--- src/rtl/cpu_pkg.sv ---
// Shared CPU definitions: datapath width, reset PC and the fetch-stage state encoding.
package cpu_pkg;

  localparam int XLEN = 19;

  localparam logic [XLEN-1:0] RESET_PC = XLEN'(0);

  // FETCH: may issue a request; WAIT: one request outstanding;
  // FLUSH: outstanding response belongs to a squashed path and is dropped.
  typedef enum logic [1:0] {
    FETCH = 2'd0,
    WAIT  = 2'd1,
    FLUSH = 2'd2
  } fetch_state_e;

endpackage

--- src/rtl/fetch_unit_if.sv ---
// Instruction-memory request/response bus and the decode-facing instruction stream.
// master = fetch unit side, slave = memory/decode side.
interface fetch_unit_if #(
  parameter int XLEN = cpu_pkg::XLEN
);

  logic            imem_req;
  logic [XLEN-1:0] imem_addr;
  logic            imem_gnt;
  logic            imem_rvalid;
  logic [XLEN-1:0] imem_rdata;
  logic            inst_valid;
  logic [XLEN-1:0] inst_data;
  logic [XLEN-1:0] inst_pc;
  logic            inst_ready;

  modport master (
    output imem_req, imem_addr, inst_valid, inst_data, inst_pc,
    input  imem_gnt, imem_rvalid, imem_rdata, inst_ready
  );

  modport slave (
    input  imem_req, imem_addr, inst_valid, inst_data, inst_pc,
    output imem_gnt, imem_rvalid, imem_rdata, inst_ready
  );

endinterface

--- src/rtl/fetch_fifo.sv ---
// Small instruction queue: registered storage, head read straight from storage
// (no fall-through), synchronous clear with priority over push/pop.
module fetch_fifo #(
  parameter int DEPTH = 4,
  parameter int WIDTH = 38
) (
  input  logic                     clk,
  input  logic                     reset,
  input  logic                     push,
  input  logic                     pop,
  input  logic                     clear,
  input  logic [WIDTH-1:0]         wdata,
  output logic [WIDTH-1:0]         rdata,
  output logic                     empty,
  output logic [$clog2(DEPTH):0]   count
);

  localparam int PW = $clog2(DEPTH);
  localparam int CW = PW + 1;

  logic [WIDTH-1:0] mem_q [DEPTH];
  logic [PW-1:0]    wr_ptr_q, wr_ptr_d;
  logic [PW-1:0]    rd_ptr_q, rd_ptr_d;
  logic [CW-1:0]    count_q, count_d;

  // Pointer and occupancy update; pointers wrap naturally since DEPTH is a power of 2.
  always_comb begin
    wr_ptr_d = wr_ptr_q;
    rd_ptr_d = rd_ptr_q;
    count_d  = count_q;
    if (clear) begin
      wr_ptr_d = '0;
      rd_ptr_d = '0;
      count_d  = '0;
    end else begin
      if (push) wr_ptr_d = wr_ptr_q + PW'(1);
      if (pop)  rd_ptr_d = rd_ptr_q + PW'(1);
      case ({push, pop})
        2'b10:   count_d = count_q + CW'(1);
        2'b01:   count_d = count_q - CW'(1);
        default: count_d = count_q;
      endcase
    end
  end

  // Control registers.
  always_ff @(posedge clk or posedge reset) begin
    if (reset) begin
      wr_ptr_q <= '0;
      rd_ptr_q <= '0;
      count_q  <= '0;
    end else begin
      wr_ptr_q <= wr_ptr_d;
      rd_ptr_q <= rd_ptr_d;
      count_q  <= count_d;
    end
  end

  // Entry storage; contents are meaningless while the slot is unoccupied.
  always_ff @(posedge clk) begin
    if (push && !clear) mem_q[wr_ptr_q] <= wdata;
  end

  assign rdata = mem_q[rd_ptr_q];
  assign empty = (count_q == '0);
  assign count = count_q;

endmodule

--- src/rtl/fetch_unit.sv ---
// Fetch stage: single-outstanding instruction-memory requests, returned words
// queued with their PCs for decode, redirect flushes queued and in-flight work.
module fetch_unit
  import cpu_pkg::*;
#(
  parameter int DEPTH = 4,
  parameter int XLEN  = cpu_pkg::XLEN
) (
  input  logic            clk,
  input  logic            reset,
  input  logic [XLEN-1:0] pc_in,
  output logic [XLEN-1:0] progcnt,
  input  logic            redirect,
  fetch_unit_if.master    bus
);

  localparam int CW = $clog2(DEPTH) + 1;

  fetch_state_e      state_q, state_d;
  logic [XLEN-1:0]   req_pc_q, req_pc_d;
  logic [CW-1:0]     count;
  logic              empty;
  logic [2*XLEN-1:0] head;
  logic              req, grant, push, pop, valid;

  // A request is only issued in FETCH, so count < DEPTH leaves one slot for its response.
  assign req   = !reset && (state_q == FETCH) && !redirect && (count < CW'(DEPTH));
  assign grant = req && bus.imem_gnt;
  assign push  = (state_q == WAIT) && bus.imem_rvalid && !redirect;
  assign valid = !empty && !redirect;
  assign pop   = valid && bus.inst_ready;

  assign bus.imem_req   = req;
  assign bus.imem_addr  = pc_in;
  assign bus.inst_valid = valid;
  assign bus.inst_data  = empty ? '0 : head[2*XLEN-1:XLEN];
  assign bus.inst_pc    = empty ? '0 : head[XLEN-1:0];

  // PC advances only on an accepted fetch; wraps modulo 2^XLEN.
  assign progcnt = grant ? (pc_in + XLEN'(1)) : pc_in;

  // Next-state logic: a response arriving together with a redirect is consumed, not flushed.
  always_comb begin
    state_d  = state_q;
    req_pc_d = req_pc_q;
    case (state_q)
      FETCH: begin
        if (grant) begin
          state_d  = WAIT;
          req_pc_d = pc_in;
        end
      end
      WAIT: begin
        if (bus.imem_rvalid)  state_d = FETCH;
        else if (redirect)    state_d = FLUSH;
      end
      FLUSH: begin
        if (bus.imem_rvalid)  state_d = FETCH;
      end
      default: state_d = FETCH;
    endcase
  end

  // State and request-PC registers.
  always_ff @(posedge clk or posedge reset) begin
    if (reset) begin
      state_q  <= FETCH;
      req_pc_q <= RESET_PC;
    end else begin
      state_q  <= state_d;
      req_pc_q <= req_pc_d;
    end
  end

  fetch_fifo #(
    .DEPTH (DEPTH),
    .WIDTH (2*XLEN)
  ) u_fifo (
    .clk   (clk),
    .reset (reset),
    .push  (push),
    .pop   (pop),
    .clear (redirect),
    .wdata ({bus.imem_rdata, req_pc_q}),
    .rdata (head),
    .empty (empty),
    .count (count)
  );

endmodule

--- src/flat_wrapper.sv ---
// flat-port wrapper written by rule: the top's interface ports become plain ports
module fetch_unit_flat import cpu_pkg::*;
#(
  parameter int DEPTH = 4,
  parameter int XLEN  = cpu_pkg::XLEN
)
  (clk, reset, pc_in, progcnt, redirect, bus_imem_req, bus_imem_addr, bus_inst_valid, bus_inst_data, bus_inst_pc, bus_imem_gnt, bus_imem_rvalid, bus_imem_rdata, bus_inst_ready);
  fetch_unit_if #(.XLEN(XLEN)) bus_i ();
  input  logic clk;
  input  logic reset;
  input  logic [XLEN-1:0] pc_in;
  output logic [XLEN-1:0] progcnt;
  input  logic redirect;
  output wire logic [$bits(bus_i.imem_req)-1:0] bus_imem_req;
  output wire logic [$bits(bus_i.imem_addr)-1:0] bus_imem_addr;
  output wire logic [$bits(bus_i.inst_valid)-1:0] bus_inst_valid;
  output wire logic [$bits(bus_i.inst_data)-1:0] bus_inst_data;
  output wire logic [$bits(bus_i.inst_pc)-1:0] bus_inst_pc;
  input wire logic [$bits(bus_i.imem_gnt)-1:0] bus_imem_gnt;
  input wire logic [$bits(bus_i.imem_rvalid)-1:0] bus_imem_rvalid;
  input wire logic [$bits(bus_i.imem_rdata)-1:0] bus_imem_rdata;
  input wire logic [$bits(bus_i.inst_ready)-1:0] bus_inst_ready;
  assign bus_imem_req = bus_i.imem_req;
  assign bus_imem_addr = bus_i.imem_addr;
  assign bus_inst_valid = bus_i.inst_valid;
  assign bus_inst_data = bus_i.inst_data;
  assign bus_inst_pc = bus_i.inst_pc;
  assign bus_i.imem_gnt = bus_imem_gnt;
  assign bus_i.imem_rvalid = bus_imem_rvalid;
  assign bus_i.imem_rdata = bus_imem_rdata;
  assign bus_i.inst_ready = bus_inst_ready;
  fetch_unit #(.DEPTH(DEPTH), .XLEN(XLEN)) u_core (.clk(clk), .reset(reset), .pc_in(pc_in), .progcnt(progcnt), .redirect(redirect), .bus(bus_i));
endmodule
--- config.mk ---
export PLATFORM = sky130hd
export DESIGN_NAME = fetch_unit_flat
export DESIGN_NICKNAME = d
export VERILOG_FILES = /design/src/rtl/cpu_pkg.sv /design/src/rtl/fetch_unit_if.sv /design/src/rtl/fetch_fifo.sv /design/src/rtl/fetch_unit.sv /design/src/flat_wrapper.sv
export SDC_FILE = /design/constraint.sdc
export NUM_CORES = 1
export LEC_CHECK = 0
export ABC_AREA = 1
export CORE_UTILIZATION = 58
export CTS_BUF_LIST = sky130_fd_sc_hd__clkbuf_16
export DETAILED_ROUTE_END_ITERATION = 8
export PLACE_DENSITY_LB_ADDON = 0.3
export SYNTH_ARGS = -nofsm -noshare
export SYNTH_HDL_FRONTEND = slang
export SYNTH_SLANG_ARGS = --single-unit
--- constraint.sdc ---
create_clock -name clk -period 6.4 [get_ports clk]
set_clock_uncertainty 0.05 [all_clocks]
set_input_delay 1.28 -clock clk [delete_from_list [all_inputs] [get_ports clk]]
set_output_delay 1.28 -clock clk [all_outputs]
set_load 0.01 [all_outputs]
After elaboration in Yosys (flattened, before gate mapping)
Memory sizes are Yosys's and may differ from the RTL's.
Cells that the tools add are included.
{ "word_totals": {"regBits": 28, "ramBits": 152, "input_bits": 44, "output_inout_bits": 78, "wordCells": 54, "memories": 1} }
{ "memory_table": {"columns": ["memory", "words", "word_bits", "read_ports", "rd_ports_with_merged_regs", "write_ports", "line_no", "rtl"], "rows": [
  ["u_core.u_fifo.mem_q", 4, 38, 1, 0, 1, "fetch_fifo.sv:21", "logic [WIDTH-1:0] mem_q [DEPTH];"]
]} }
{ "op_classes": {"n_addsub": 5, "magnitude_cmp": 1, "eq_ne": 7, "n_mux": 16, "reduce_logical": 19} }
{ "ops": {"columns": ["op", "n"], "rows": [
  ["19-bit two-way mux", 3],
  ["19-bit by 1-bit adder with 19-bit output (second input constant)", 1],
  ["2-bit two-way mux", 8],
  ["1-bit logical AND", 9],
  ["2-bit case mux with 3 select lines", 1],
  ["3-bit case mux with 2 select lines", 1],
  ["2-bit by 1-bit adder with 2-bit output (second input constant)", 2],
  ["2-bit by 1-bit equality test with 1-bit output (second input constant)", 2],
  ["2-bit equality test (second input constant)", 2],
  ["2-bit nonzero test", 2],
  ["3-bit by 1-bit adder with 3-bit output (second input constant)", 1],
  ["1-bit zero test", 3],
  ["3-bit zero test", 1],
  ["3-bit < comparator (second input constant)", 1],
  ["3-bit two-way mux", 1],
  ["3-bit != test (second input constant)", 1],
  ["3-bit AND reduction", 1],
  ["3-bit nonzero test", 1],
  ["3-bit by 1-bit subtractor with 3-bit output (second input constant)", 1],
  ["2-bit zero test", 1],
  ["1-bit two-way mux", 2],
  ["2-bit by 1-bit != test with 1-bit output (second input constant)", 1],
  ["2-bit != test (second input constant)", 1],
  ["2-bit AND reduction", 1]
]} }

Longest topological paths before layout
{ "logic_depth": {"ltp_word": 7, "mapped_depth": 11, "ltp_nobuf": 11} }

Cells and area by module
A second synthesis with hierarchy kept.
{ "unflattened": {"cells_unflattened": 729, "hier_area_um2": 8351.8} }
{ "modules_own_cells": {"columns": ["module", "instances", "cells_per_inst", "area_each_um2", "seq_area_each_um2"], "rows": [
  ["fetch_fifo", 1, 429, 6487.5, 4739.5],
  ["fetch_unit", 1, 300, 1864.3, 525.5]
]} }

Least setup slack after synthesis
Ideal clock, no wire load.
{ "synth_timing": {"path_type": "input to output", "startpoint": "input reset", "endpoint": "output progcnt[5]", "t_arrival_ns": 2.889, "t_required_ns": 5.070, "slack_ns": 2.181, "stages": 6, "n_path_buf": 1, "path_cell_list": "inv_1 nand2_2 nor3_4 nand2_1 buf_2 o21ai_0"} }
{ "synth_via": {"elab_chain_len": 6} }
{ "synth_rtl": {"columns": ["element", "line_no", "rtl"], "rows": [
  ["from (decl)", "flat_wrapper.sv:10", "input logic reset;"],
  ["1-bit zero test (no source line)", null, null],
  ["1-bit logical AND (3 in a row)", "fetch_unit.sv:27", "assign req = !reset && (state_q == FETCH) && !redirect && (count < CW'(DEPTH));"],
  ["via bus_imem_req", "flat_wrapper.sv:14", "output wire logic [$bits(bus_i.imem_req)-1:0] bus_imem_req;"],
  ["1-bit logical AND", "fetch_unit.sv:28", "assign grant = req && bus.imem_gnt;"],
  ["19-bit two-way mux", "fetch_unit.sv:40", "assign progcnt = grant ? (pc_in + XLEN'(1)) : pc_in;"],
  ["to (decl)", "flat_wrapper.sv:12", "output logic [XLEN-1:0] progcnt;"]
]} }
The timed path passes the listed nets, and every way through them passes these cells.

Worst setup path in the final report
{ "layout_timing": {"startpoint": "input pc_in[0]", "endpoint": "output progcnt[16]"} }
{ "layout_via": {"elab_chain_len": 2} }
{ "layout_rtl": {"columns": ["element", "line_no", "rtl"], "rows": [
  ["from (decl)", "flat_wrapper.sv:11", "input logic [XLEN-1:0] pc_in;"],
  ["19-bit by 1-bit adder with 19-bit output", "fetch_unit.sv:40", null],
  ["19-bit two-way mux", "fetch_unit.sv:40", null]
]} }
No other way between the ends.

==> impl_metrics.toml <==
[clock_tree]
cts_buffers = 17
ctsHoldBuffers = 0
clk_latency_ps = 410
cts_resized = 0
cts_root_buffer = "clkbuf_16"
cts_buffer_depth = 2
cts_sinks = 180
htreeDepth = 4
cts_setup_buffers = 0
clk_pin_slew_ps = 60
cts_tree = "built"

[routing]
drtIter0Drc = 558
drc = 0
drt-total-wl_um = 16900
vias = 5668
firstDrtPassIters = 5
ant_nets = 0
vias_per_cell = 5.48
wire_per_inst_um = 16.3

[synthesis]
synthAdderAreaFrac_pct = 1.04
async_flop_share_pct = 15.6
yosys.cell_types.count = 27
yosys.area_share.simple_pct = 16.0
synth_edf_count = 152
dominantRegCellSynth = "edfxtp_1"
synth_common_cells = "nor2_1, edfxtp_1, nand2_1"
syn_avg_cell_area_sq_um = 10.6
synth_area_sq_mm = 0.00794
yosys.area.top_type = "edfxtp_1"
syn_nets = 802
yosysSeqAreaShare_pct = 66.3
synth_xor_area_share_pct = 1.43
yosys_warnings = 0
yosys-top-cells-area = "edfxtp_1, dfrtp_1, nor2_1"
synth-seq-cells = 180
syn-instance-count = 752
yosysMostFrequentCell = "nor2_1"
yosysTopAreaCellShare_pct = 57.5
synth-compound-area-share_pct = 9.34
synth_top_family_by_area = "simple AND/OR/NAND/NOR gates"
synth.area.mux_share_pct = 0

[finish]
final.fill_count = 903
antenna_cells = 0
nets = 895
fin_util_pct = 73.2
fin_area_sq_mm = 0.00973
layout-drive-gt1-share_pct = 6.29
multi_input_area_sq_mm = 0.00224
syn2layout_area_growth_pct = 22.5
fin_cells = 1034
seq_area_sq_mm = 0.00527

[timing]
setup_viol = 0
hold_viol_final = 0
worst_pin_slew_ps = 1120
setup_tns_ps = 0
rsz0062_at_grt = "false"
whs_ps = 461
fmax_mhz = 200
slew_viol_final = 0
max-slew-margin-rel_pct = 24.9
post-route-period-util_pct = 78.2
fin_crit_ps = 5000

[place]
dp_cells = 1002
place_area_sq_mm = 0.00914
post-dp-hpwl_um = 10000
port_buffers = 121
gp_congestion = 0.829

[status]
status = "finished clean"

[pwr]
p_leak_nw = 3.59
ir_worst_vdd_uv = 275
power_density_mw_per_mm2 = 371

[worst_setup_path]
r2r_cells = 6
arrival_ps = 3670
rr_startpoint = "u_core.state_q[1]$_DFFE_PP0P_"
rr_endpoint = "u_core.u_fifo.mem_q[2][19]$_DFFE_PP_"
critPathMaxFanout = 7
criticalPathCategory = "input pin to output port"
startpoint_type = "input pin"
end_kind = "output port"
cp.required_ps = 5070
worst-r2r-setup-slack_ps = 4160

[floorplanning]
row_count = 42
fp.dieW_um = 119
die-area_sq_mm = 0.0142
ioPinCount = 122
die_h_um = 119
core_sq_mm = 0.0133
start_util_pct = 59.7

[global_route]
track_usage_pct = 24.9
antenna_found_initial = 0
grt_pass1_vias = 5642
grt_first_pass_wirelength_um = 27000
grt_max_degree = 80
grt_overflow = 0

[worst_hold_path]
min_path_cells = 1
hold_path.class = "flip-flop to flip-flop"
whs_endpoint = "u_core.u_fifo.rd_ptr_q[1]$_DFFE_PP0P_"
hold_start = "u_core.u_fifo.rd_ptr_q[1]$_DFFE_PP0P_"

[job]
maxCapViolations = 0
layout make-up:
class | instances | area share (%)
Inverter | 33 | 1.27
Sequential cell | 180 | 54.1
Tap cell | 176 | 2.26
Timing Repair Buffer | 131 | 13.2
Multi-Input combinational cell | 482 | 23.0
Clock buffer | 17 | 4.37
Clock inverter | 15 | 1.70
metal layers:
metal | track usage (%) | up-vias | part of all wire (%)
li1 | - | 2721 | -
met2 | 42.2 | 236 | 51
met3 | 5.12 | 27 | 6.2
met5 | 0 | - | 0
met4 | 10.4 | 0 | 2.1
met1 | 31.3 | 2684 | 41
critical path: stages:
cell and delay, ps:
clkdlybuf4s50_1 610, ha_1 290, inv_1 90, nor2_1 300, nand2_1 110, nor2_1 160
xor2_1 170, nand2_1 60, nand2_1 60, clkdlybuf4s50_1 530
state kept, by name, summed over array words and instances, names as in the netlist:
register,cells
u_core.req_pc_q,19
u_core.u_fifo.rd_ptr_q,2
u_core.state_q,2
u_core.u_fifo.count,3
u_core.u_fifo.wr_ptr_q,2
u_core.u_fifo.mem_q,152
report_power, final:
part           total, mW  internal (mW)  switching (mW)
Combinational       1.12          0.487           0.629
Clock               1.02          0.609           0.408
Sequential          1.48           1.39          0.0874
metrics by stage:
| stage | power [mW] | worst slack, ps |
|---|---|---|
| floorplan | 2.08 | 2180 |
| finish | 3.61 | 1400 |
| global placement | 2.57 | 1500 |
| CTS | 3.63 | 1400 |
| detailed placement | 2.62 | 1430 |
| global route | 3.78 | 1190 |
worst max path at each step:
| stage | from | endpoint | slack, ps |
|---|---|---|---|
| after floorplan | reset | progcnt[5] | 2180 |
| after global placement | pc_in[0] | progcnt[16] | 1500 |
| after detailed placement | pc_in[0] | progcnt[16] | 1430 |
| after CTS | pc_in[0] | progcnt[16] | 1400 |
| after global routing | reset | progcnt[7] | 1190 |
| final | pc_in[0] | progcnt[16] | 1400 |
cell families (layout without fill, tap and decap cells):
kind of cell / after synthesis / in the layout
compound gates: 147 / 147
xor+xnor: 13 / 13
fa+ha+maj: 6 / 6
buf+inv: 90 / 196
flops: 180 / 180
simple gates: 316 / 316
cell usage in the layout, fill, tap and decap left out, types with 2 or more instances in the layout:
cell,instances
inv_2,2
o21ai_1,3
buf_4,10
clkbuf_16,17
nor2_2,2
clkinv_1,3
o21ai_0,103
clkinvlp_4,5
edfxtp_1,152
dfrtp_1,27
a21oi_1,38
bufinv_16,3
nand4_1,2
nand2_1,109
nor2_1,178
nand2_2,2
ha_1,5
xor2_1,12
clkdlybuf4s50_1,121
inv_1,32
o31ai_1,2
nand3_1,14
nand4_2,2
nor2_4,4
Note: power is estimated with default switching activity, not from simulation.
